**src/rtl/pa_fpu.sv**
```systemverilog
// pa_fpu: shared FPU definitions.
//   e_mul_states  - state sequence of the multiply core, also walked by the
//                   arithmetic FSM while it waits on the multiplier.
//   FPU_MANT_W    - single-precision significand width including hidden bit.
//   FPU_EXP_BIAS  - single-precision exponent bias.
//   FPU_QNAN      - canonical quiet NaN returned for invalid operations.
package pa_fpu;

  localparam int          FPU_MANT_W   = 24;
  localparam int          FPU_EXP_BIAS = 127;
  localparam logic [31:0] FPU_QNAN     = 32'h7FC0_0000;

  typedef enum logic [2:0] {
    mul_idle_st          = 3'd0,
    mul_start_st         = 3'd1,
    mul_product_add_st   = 3'd2,
    mul_product_shift_st = 3'd3,
    mul_result_set_st    = 3'd4,
    mul_result_valid_st  = 3'd5
  } e_mul_states;

endpackage

```
**src/rtl/fpu_mul_core.sv**
```systemverilog
// fpu_mul_core: sequential IEEE-754 single-precision multiplier.
// Significands are multiplied by shift-add, one multiplier bit every two
// cycles; the product is normalised, truncated and held until acknowledged.
// Ports:
//   clk        rising-edge clock
//   arst       asynchronous active-high reset
//   start      request, sampled only while idle
//   a_operand  IEEE single, latched on the accepted start
//   b_operand  IEEE single, latched on the accepted start
//   ack        result consumed, honoured only while done=1
//   busy       high in every state except idle
//   done       high while the result is valid
//   result     product, stable while done=1
module fpu_mul_core
  import pa_fpu::*;
#(
  parameter int MANT_W = FPU_MANT_W
) (
  input  logic        clk,
  input  logic        arst,
  input  logic        start,
  input  logic [31:0] a_operand,
  input  logic [31:0] b_operand,
  input  logic        ack,
  output logic        busy,
  output logic        done,
  output logic [31:0] result
);

  localparam int                PROD_W   = 2 * MANT_W;
  localparam int                CNT_W    = $clog2(MANT_W + 1);
  localparam logic [CNT_W-1:0]  CNT_LAST = CNT_W'(MANT_W - 1);

  e_mul_states         r_state;
  e_mul_states         w_state_nxt;

  logic [31:0]         r_a;
  logic [31:0]         r_b;
  logic [MANT_W-1:0]   r_ma;
  logic [MANT_W-1:0]   r_mb;
  logic [PROD_W-1:0]   r_prod;
  logic                r_carry;
  logic [CNT_W-1:0]    r_cnt;
  logic                r_special;
  logic [31:0]         r_special_val;
  logic [31:0]         r_result;

  // Exponent overflow/underflow saturation and final packing.
  function automatic logic [31:0] sat_pack(input logic s,
                                           input logic signed [9:0] e,
                                           input logic [22:0] f);
    if (e >= 10'sd255)   return {s, 8'hFF, 23'd0};
    else if (e <= 10'sd0) return {s, 31'd0};
    else                  return {s, e[7:0], f};
  endfunction

  // Operand classification on the latched operands
  logic w_sign;
  logic w_a_nan, w_a_inf, w_a_zero;
  logic w_b_nan, w_b_inf, w_b_zero;
  logic w_is_special;
  logic [31:0] w_special_val;

  assign w_sign   = r_a[31] ^ r_b[31];
  assign w_a_nan  = (&r_a[30:23]) &&  (|r_a[22:0]);
  assign w_a_inf  = (&r_a[30:23]) && !(|r_a[22:0]);
  assign w_a_zero = (r_a[30:23] == 8'd0);  // denormals flush to zero
  assign w_b_nan  = (&r_b[30:23]) &&  (|r_b[22:0]);
  assign w_b_inf  = (&r_b[30:23]) && !(|r_b[22:0]);
  assign w_b_zero = (r_b[30:23] == 8'd0);
  assign w_is_special = w_a_nan | w_b_nan | w_a_inf | w_b_inf | w_a_zero | w_b_zero;

  always_comb begin
    w_special_val = {w_sign, 31'd0};
    if (w_a_nan || w_b_nan || (w_a_inf && w_b_zero) || (w_b_inf && w_a_zero))
      w_special_val = FPU_QNAN;
    else if (w_a_inf || w_b_inf)
      w_special_val = {w_sign, 8'hFF, 23'd0};
  end

  // Normalisation of the finished product
  logic               w_top;
  logic [22:0]        w_frac;
  logic signed [9:0]  w_exp;
  logic [31:0]        w_norm;
  logic               w_unused;

  assign w_top  = r_prod[PROD_W-1];
  assign w_frac = w_top ? r_prod[PROD_W-2 -: 23] : r_prod[PROD_W-3 -: 23];
  assign w_exp  = $signed({2'b00, r_a[30:23]}) + $signed({2'b00, r_b[30:23]})
                - $signed(10'(FPU_EXP_BIAS)) + $signed({9'd0, w_top});
  assign w_norm = sat_pack(w_sign, w_exp, w_frac);
  // The product LSB only ever shifts out; truncation never looks at it.
  assign w_unused = r_prod[0];

  // State register
  always_ff @(posedge clk or posedge arst) begin
    if (arst) r_state <= mul_idle_st;
    else      r_state <= w_state_nxt;
  end

  // Next-state logic
  always_comb begin
    w_state_nxt = r_state;
    case (r_state)
      mul_idle_st:          if (start) w_state_nxt = mul_start_st;
      mul_start_st:         w_state_nxt = w_is_special ? mul_result_set_st : mul_product_add_st;
      mul_product_add_st:   w_state_nxt = mul_product_shift_st;
      mul_product_shift_st: w_state_nxt = (r_cnt == CNT_LAST) ? mul_result_set_st
                                                              : mul_product_add_st;
      mul_result_set_st:    w_state_nxt = mul_result_valid_st;
      mul_result_valid_st:  if (ack) w_state_nxt = mul_idle_st;
      default:              w_state_nxt = mul_idle_st;
    endcase
  end

  // Outputs
  always_comb begin
    busy = (r_state != mul_idle_st);
    done = (r_state == mul_result_valid_st);
  end
  assign result = r_result;

  // Datapath: operand latch, shift-add iteration
  always_ff @(posedge clk) begin
    case (r_state)
      mul_idle_st: if (start) begin
        r_a     <= a_operand;
        r_b     <= b_operand;
        r_ma    <= (a_operand[30:23] != 8'd0) ? MANT_W'({1'b1, a_operand[22:0]}) : '0;
        r_mb    <= (b_operand[30:23] != 8'd0) ? MANT_W'({1'b1, b_operand[22:0]}) : '0;
        r_prod  <= '0;
        r_carry <= 1'b0;
        r_cnt   <= '0;
      end
      mul_start_st: begin
        r_special     <= w_is_special;
        r_special_val <= w_special_val;
      end
      mul_product_add_st: if (r_mb[0]) begin
        {r_carry, r_prod[PROD_W-1 -: MANT_W]} <= {1'b0, r_prod[PROD_W-1 -: MANT_W]}
                                               + {1'b0, r_ma};
      end
      mul_product_shift_st: begin
        r_prod  <= {r_carry, r_prod[PROD_W-1:1]};
        r_carry <= 1'b0;
        r_mb    <= r_mb >> 1;
        r_cnt   <= r_cnt + 1'b1;
      end
      default: ;
    endcase
  end

  // Result register
  always_ff @(posedge clk or posedge arst) begin
    if (arst)
      r_result <= '0;
    else if (r_state == mul_result_set_st)
      r_result <= r_special ? r_special_val : w_norm;
  end

endmodule
```
**config.mk**
```make
export PLATFORM = sky130hd
export DESIGN_NAME = fpu_mul_core
export DESIGN_NICKNAME = d
export VERILOG_FILES = /design/src/rtl/pa_fpu.sv /design/src/rtl/fpu_mul_core.sv
export SDC_FILE = /design/constraint.sdc
export NUM_CORES = 1
export LEC_CHECK = 0
export BUFFER_PORTS_ARGS = -buffer_cell sky130_fd_sc_hd__buf_2
export CORE_UTILIZATION = 35
export DETAILED_ROUTE_END_ITERATION = 10
export HOLD_SLACK_MARGIN = 0.15
export PLACE_DENSITY = 0.52
export RECOVER_POWER = 100
export SYNTH_ARGS = -nofsm -noshare
export SYNTH_HDL_FRONTEND = slang
export SYNTH_SLANG_ARGS = --single-unit
export TNS_END_PERCENT = 5
```
**constraint.sdc**
```tcl
create_clock -name clk -period 15.5 [get_ports clk]
set_clock_uncertainty 0.05 [all_clocks]
set_input_delay 0.775 -clock clk [delete_from_list [all_inputs] [get_ports clk]]
set_output_delay 0.775 -clock clk [all_outputs]
set_load 0.01 [all_outputs]
```
==> impl_metrics.json, run 1 <==
{
  "outcome": "finished, violations left",
  "failing_checks": "max-capacitance violations, max-slew violations",
  "worstMarginPinSlew_ns": 4.69,
  "drv_cap": 4,
  "antenna_violations_before_repair": 0,
  "timing.critical_path.max_delay_family": "simple AND/OR/NAND/NOR gates",
  "swShare_pct": 37.4,
  "antenna-diode-count": 0,
  "gp_congestion": 0.842,
  "dpl_worst_slack_ns": 11.97,
  "worst_ep_arrival_time_ns": 5.20,
  "cts_hold_buffers": 0,
  "numClockSinks": 182,
  "vias_per_cell": 5.11,
  "clock_latency_ns": 0.43,
  "dr.first_iter.drc_count": 294,
  "dp_hpwl_um": 13800,
  "rsz0062_at_grt": "false",
  "drt_pre_antenna_iters": 4,
  "final_core_utilization_pct": 41.1,
  "postSynthCellCount": 700,
  "grt_start_max_net_pins": 89,
  "yosysWarningCount": 0,
  "hold_viol_final": 0,
  "power_frac_comb_pct": 36.7,
  "post_synthesis_sequential_element_count": 182,
  "cts_max_path_buffers": 2,
  "cts_inserted_buffers": 17,
  "start_kind": "register",
  "setup_total_negative_slack_ns": 0,
  "critical_path.cell_chain": "nor2b_1, and2_0, clkbuf_1, or2_0",
  "grt_pass1_wl_um": 30900,
  "postCtsSetupBuffers": 0,
  "synthesis.nets": 811,
  "route.final.wire_length_um": 18900,
  "mean_instance_size_in_the_synthesized_netlist_sq_um": 12.4,
  "p_total_w": 0.00207,
  "synthArstFlopShare_pct": 19.2,
  "ctsResizeCount": 0,
  "yosysTopAreaCellShare_pct": 50.8,
  "cell_variety_after_synth": 61,
  "sequentialPowerShare_pct": 42.2,
  "total_switching_power_w": 0.000775,
  "finalNetCount": 908,
  "rows": 57,
  "vias": 5795,
  "drt.antenna.violating_nets": 0,
  "number_of_max_slew_violations_in_the_final_report": 181,
  "route.detailed.wl_per_inst_um": 16.6,
  "maxSlewHeadroom_pct": -213,
  "layout.cells.most_common_list": "sky130_fd_sc_hd__edfxtp_1 (147), sky130_fd_sc_hd__clkbuf_1 (82), sky130_fd_sc_hd__nand2_1 (65)",
  "synth_flop_cell": "sky130_fd_sc_hd__edfxtp_1",
  "slack_of_the_critical_path_ns": 10.26,
  "power.static_leakage_nw": 3.74,
  "synth_area_sq_um": 8680,
  "worstHoldPathType": "register to register",
  "cp.required_ns": 15.45,
  "globalRouteTotalUtil_pct": 15.3,
  "ys_top_cells_by_area": "sky130_fd_sc_hd__edfxtp_1 (51%), sky130_fd_sc_hd__dfrtp_1 (10%), sky130_fd_sc_hd__ha_1 (5.9%), sky130_fd_sc_hd__nand2_1 (2.8%), sky130_fd_sc_hd__mux2i_1 (2.7%)",
  "tritoncts": "yes",
  "achievable-frequency_mhz": 191,
  "cts.root.buffer_cell": "sky130_fd_sc_hd__clkbuf_16",
  "io_pins": 102,
  "critPathSlowestCell": "sky130_fd_sc_hd__or2_0",
  "irDropWorstVdd_v": 0.0000847,
  "wp_buf_inv": 1,
  "worstSetupEndpointType": "register",
  "cp_slowest_stage_delay_ns": 1.73,
  "timing.setup.critical_path_class": "register to register",
  "die_w_um": 160,
  "crit_fanout": 30,
  "p_per_area_nw_per_um2": 207,
  "period_needed_ns": 5.24,
  "place.port_buffers": 101,
  "ctsHtreeMaxLevel": 4,
  "drive_above_1_share_pct": 7.16,
  "die_h_um": 160,
  "synthToLayoutAreaGrowth_pct": 15.1,
  "effective_utilization_at_floorplan_pct": 35.7,
  "die_outline_area_sq_um": 25400,
  "leading_cell_type_in_the_layout_fill_and_taps_excluded": "sky130_fd_sc_hd__edfxtp_1",
  "power_report.internal_total_w": 0.00130,
  "grt_pass1_vias": 5861,
  "synth_area_leader_cell": "sky130_fd_sc_hd__edfxtp_1",
  "number_of_drc_violations_after_detailed_routing": 0,
  "core_area_sq_um": 24300,
  "layout_worst_path_cycle_share_pct": 33.8,
  "count_of_flip_flops_with_a_built_in_enable_after_synthesis": 147,
  "synth_sequential_area_ratio_pct": 60.9,
  "finalSetupViolations": 0,
  "clk_pin_slew_ns": 0.07,
  "gr-total-overflow": 0,
  "clock_network_fraction_of_design_power_pct": 21.1
}
power by group through the flow:
stage / sequential (W) / combinational [W] / clock [W]
after floorplan: 0.000864 / 0.000583 / 0
after global placement: 0.000873 / 0.000775 / 0
after detailed placement: 0.000876 / 0.000792 / 0
after CTS: 0.000866 / 0.000796 / 0.000450
after global routing: 0.000900 / 0.000863 / 0.000472
final: 0.000875 / 0.000760 / 0.000438
cell usage after synthesis (3+ instances only):
cell	instances
sky130_fd_sc_hd__xor2_1	10
sky130_fd_sc_hd__a31oi_1	8
sky130_fd_sc_hd__mux2i_1	23
sky130_fd_sc_hd__nor3_1	8
sky130_fd_sc_hd__and3_1	4
sky130_fd_sc_hd__nand4_1	8
sky130_fd_sc_hd__nand2b_1	4
sky130_fd_sc_hd__a221o_1	4
sky130_fd_sc_hd__a22o_1	25
sky130_fd_sc_hd__a22oi_1	3
sky130_fd_sc_hd__a21oi_1	25
sky130_fd_sc_hd__nor4_1	18
sky130_fd_sc_hd__xnor2_1	13
sky130_fd_sc_hd__a211o_1	3
sky130_fd_sc_hd__nand3_1	10
sky130_fd_sc_hd__nor2_1	36
sky130_fd_sc_hd__a211oi_1	7
sky130_fd_sc_hd__o21bai_1	3
sky130_fd_sc_hd__o22ai_1	7
sky130_fd_sc_hd__o21ai_0	24
sky130_fd_sc_hd__o21a_1	6
sky130_fd_sc_hd__clkbuf_1	26
sky130_fd_sc_hd__a21o_1	12
sky130_fd_sc_hd__dfrtp_1	35
sky130_fd_sc_hd__o21ai_1	38
sky130_fd_sc_hd__inv_1	17
sky130_fd_sc_hd__ha_1	41
sky130_fd_sc_hd__edfxtp_1	147
sky130_fd_sc_hd__and2_1	27
sky130_fd_sc_hd__o31ai_1	4
sky130_fd_sc_hd__nand2_1	65
state kept, by name (all words and copies together), names as in the netlist:
register,cells
r_a,32
r_b,32
result,32
r_prod,25
r_ma,24
r_mb,24
r_cnt,5
r_special_val,3
r_state,3
r_carry,1
r_special,1
final timing paths:
| path | slack [ns] | cells after the start | start | end |
|---|---|---|---|---|
| worst min register to register | 0.43 | 2 | result[14]$_DFFE_PP0P_ | result[14]$_DFFE_PP0P_ |
| min in group asynchronous | 0.94 | 3 | arst | result[8]$_DFFE_PP0P_ |
| worst max-delay path | 10.26 | 4 | r_state[0]$_DFFE_PP0P_ | r_cnt[0]$_SDFFCE_PN0P_ |
| worst min-delay path | 0.43 | 2 | result[14]$_DFFE_PP0P_ | result[14]$_DFFE_PP0P_ |
| worst max register to register | 10.26 | 4 | r_state[0]$_DFFE_PP0P_ | r_cnt[0]$_SDFFCE_PN0P_ |
| max in group asynchronous | 13.39 | 3 | arst | r_state[0]$_DFFE_PP0P_ |
worst min-delay path, delay by kind of cell (launching register included):
family | cells | cell delay [ns]
simple gates | 1 | 0.04
flops | 1 | 0.34
compound gates | 1 | 0.06
metal layers:
layer	GRT usage, %	routed length [um]
met3	3.59	887
met1	21.9	9450
met4	3.89	140
met5	0	0
met2	23.5	8390
logic make-up (layout without fill, tap and decap cells):
group                      Yosys count  after routing  synth area share (%)
and+or+nand+nor                    197            197                  11.2
AOI/OAI and AO/OA                  186            186                  14.4
DFF                                182            182                  60.9
buffers and inverters               45            155                  1.97
adders and majority gates           43             43                  6.37
muxes                               24             24                  2.78
xor gates and xnor gates            23             23                  2.32
area by class of cell:
| type | count | area [sq um] |
|---|---|---|
| timing repair buffer | 106 | 430 |
| clock inverter | 15 | 178 |
| inverter | 17 | 63.8 |
| clock buffer | 17 | 425 |
| multi-input combinational | 473 | 3210 |
| fill | 2330 | 14300 |
| sequential | 182 | 5290 |
| tap | 324 | 405 |
stage by stage:
stage	instances	hold slack, ns	area (sq um)
floorplan	700	0.440	8680
global placement	1102	0.413	9540
detailed placement	1102	0.417	9540
CTS	1134	0.373	10100
global route	1134	0.442	10000
finish	1134	0.429	10000
(Power assumes the default switching activity.)
==> run 2: changes to the inputs <==
Settings changed: PLACE_DENSITY 0.52 to 0.54.
Clock period 15.5 ns to 4.7 ns, I/O delays scaled along.
==> impl_metrics.json, run 2 (synthesis results as in run 1) <==
{
  "irDropWorstVdd_v": 0.000296,
  "rsz0062_at_grt": "false",
  "critical_path.reg2reg.startpoint": "r_a[23]$_DFFE_PP_",
  "drt_pre_antenna_iters": 5,
  "start_kind": "register",
  "top_layer_used": "met4",
  "cts_max_path_buffers": 2,
  "met1Wirelength_um": 9980,
  "drt.antenna.violating_nets": 0,
  "clk_pin_slew_ns": 0.08,
  "worstReg2RegEnd": "result[19]$_DFFE_PP0P_",
  "postCtsSetupBuffers": 0,
  "failing_checks": "max-capacitance violations, max-slew violations",
  "met3_length_um": 602,
  "number_of_drc_violations_after_detailed_routing": 0,
  "cts_inserted_buffers": 17,
  "crit_fanout": 23,
  "leading_cell_type_in_the_layout_fill_and_taps_excluded": "sky130_fd_sc_hd__edfxtp_1",
  "core_area_sq_um": 24300,
  "number_of_max_slew_violations_in_the_final_report": 128,
  "worstHoldPathType": "primary input to register",
  "layout_worst_path_cycle_share_pct": 80.3,
  "vias_per_cell": 4.94,
  "timing.hold.worst.start": "start",
  "grt_start_max_net_pins": 50,
  "hold_viol_final": 0,
  "antenna_violations_before_repair": 0,
  "drive_above_1_share_pct": 6.15,
  "whs_path_depth": 5,
  "slack_of_the_critical_path_ns": 0.928,
  "tritoncts": "yes",
  "maxSlewHeadroom_pct": -69.9,
  "regToRegSetupSlack_ns": 0.93,
  "clock_latency_ns": 0.42,
  "worstSetupEndpointType": "register",
  "cts_hold_buffers": 66,
  "critPathSlowestCell": "sky130_fd_sc_hd__nand2_1",
  "die_outline_area_sq_um": 25400,
  "power.static_leakage_nw": 4.01,
  "route.final.wire_length_um": 19100,
  "gr-total-overflow": 0,
  "gp_congestion": 0.790,
  "timing.hold.worst_endpoint": "r_state[0]$_DFFE_PP0P_",
  "globalRouteTotalUtil_pct": 15.4,
  "effective_utilization_at_floorplan_pct": 35.7,
  "setup_total_negative_slack_ns": 0,
  "finalSetupViolations": 0,
  "layout.cells.most_common_list": "sky130_fd_sc_hd__edfxtp_1 (147), sky130_fd_sc_hd__clkbuf_1 (89), sky130_fd_sc_hd__dlygate4sd3_1 (66)",
  "dr.first_iter.drc_count": 280,
  "grt_pass1_vias": 5820,
  "worst_ep_arrival_time_ns": 4.05,
  "vias": 5934,
  "grt_pass1_wl_um": 31000,
  "finalNetCount": 976,
  "die_w_um": 160,
  "achievable-frequency_mhz": 265,
  "dr_wl_met2_um": 8390,
  "ctsHtreeMaxLevel": 4,
  "numClockSinks": 182,
  "outcome": "finished, violations left",
  "route.detailed.wl_per_inst_um": 15.9,
  "synthToLayoutAreaGrowth_pct": 22.8,
  "critical_path.cell_chain": "inv_1, ha_1, inv_1, ha_1, fa_1, a211oi_1, o21ai_0, a21o_1, a31oi_1, nor2_1, o31ai_1, nand2_1, o21ai_0",
  "dp_hpwl_um": 13500,
  "timing.critical_path.max_delay_family": "compound AO/OA/AOI/OAI gates",
  "p_per_area_nw_per_um2": 642,
  "timing.setup.critical_path_class": "register to register",
  "cp.required_ns": 4.98,
  "cp_slowest_stage_delay_ns": 0.54,
  "drv_cap": 4,
  "wp_buf_inv": 2,
  "r2r.worst_path.cells": 13,
  "io_pins": 102,
  "rows": 57,
  "cts.root.buffer_cell": "sky130_fd_sc_hd__clkbuf_16",
  "dpl_worst_slack_ns": 1.06,
  "period_needed_ns": 3.77,
  "place.port_buffers": 101,
  "worstMarginPinSlew_ns": 2.55,
  "antenna-diode-count": 0,
  "ctsResizeCount": 0,
  "die_h_um": 160
}
==> run 2: power by group <==
part           total, W  internal, W  switching, W
clock           0.00145     0.000765      0.000683
sequential      0.00287      0.00251      0.000359
combinational   0.00253      0.00102       0.00151
total           0.00685      0.00429       0.00255
==> run 2: how the worst max path moves through the flow <==
stage / start / end / slack (ns) / cells past startpoint
2_1_floorplan: r_state[2]$_DFFE_PP0P_ / r_cnt[0]$_SDFFCE_PN0P_ / 0.04 / 3
3_3_place_gp: r_a[23]$_DFFE_PP_ / result[22]$_DFFE_PP0P_ / 1.16 / 13
3_5_place_dp: r_a[23]$_DFFE_PP_ / result[19]$_DFFE_PP0P_ / 1.06 / 13
4_1_cts: r_a[23]$_DFFE_PP_ / result[19]$_DFFE_PP0P_ / 1.05 / 13
5_1_grt: r_prod[47]$_DFFE_PP_ / result[19]$_DFFE_PP0P_ / 0.53 / 13
6_report: r_a[23]$_DFFE_PP_ / result[19]$_DFFE_PP0P_ / 0.93 / 13
==> run 2: worst reg2reg max path, stage by stage, from the launching register on <==
cell and delay (ns):
sky130_fd_sc_hd__edfxtp_1 0.38, sky130_fd_sc_hd__inv_1 0.05, sky130_fd_sc_hd__ha_1 0.27, sky130_fd_sc_hd__inv_1 0.04, sky130_fd_sc_hd__ha_1 0.20, sky130_fd_sc_hd__fa_1 0.43, sky130_fd_sc_hd__a211oi_1 0.31, sky130_fd_sc_hd__o21ai_0 0.17
sky130_fd_sc_hd__a21o_1 0.21, sky130_fd_sc_hd__a31oi_1 0.19, sky130_fd_sc_hd__nor2_1 0.07, sky130_fd_sc_hd__o31ai_1 0.42, sky130_fd_sc_hd__nand2_1 0.54, sky130_fd_sc_hd__o21ai_0 0.34
==> run 2: cell type report <==
type,instances,area [sq um]
fill,2300,13700
sequential,182,5290
multi-input combinational,473,3210
timing repair buffer,174,1100
inverter,17,63.8
clock inverter,15,181
clock buffer,17,425
tap,324,405
==> run 2: metal layers <==
| layer | up-vias | global-route usage, % |
|---|---|---|
| met1 | 2811 | 22.5 |
| li1 | 3016 | - |
| met4 | 0 | 3.89 |
| met3 | 11 | 3.10 |
| met5 | - | 0 |
| met2 | 96 | 23.4 |
==> run 2: through the flow <==
step                cell area [sq um]  power [W]  hold slack (ns)  cells  util (%)
detailed placement               9570    0.00550            0.306   1104      39.4
global placement                 9570    0.00547            0.305   1104      39.4
floorplan                        8700    0.00474            0.282    700         -
global route                    10700    0.00735            0.187   1202      43.9
finish                          10700    0.00685            0.182   1202      43.9
CTS                             10800    0.00701            0.171   1202      44.6
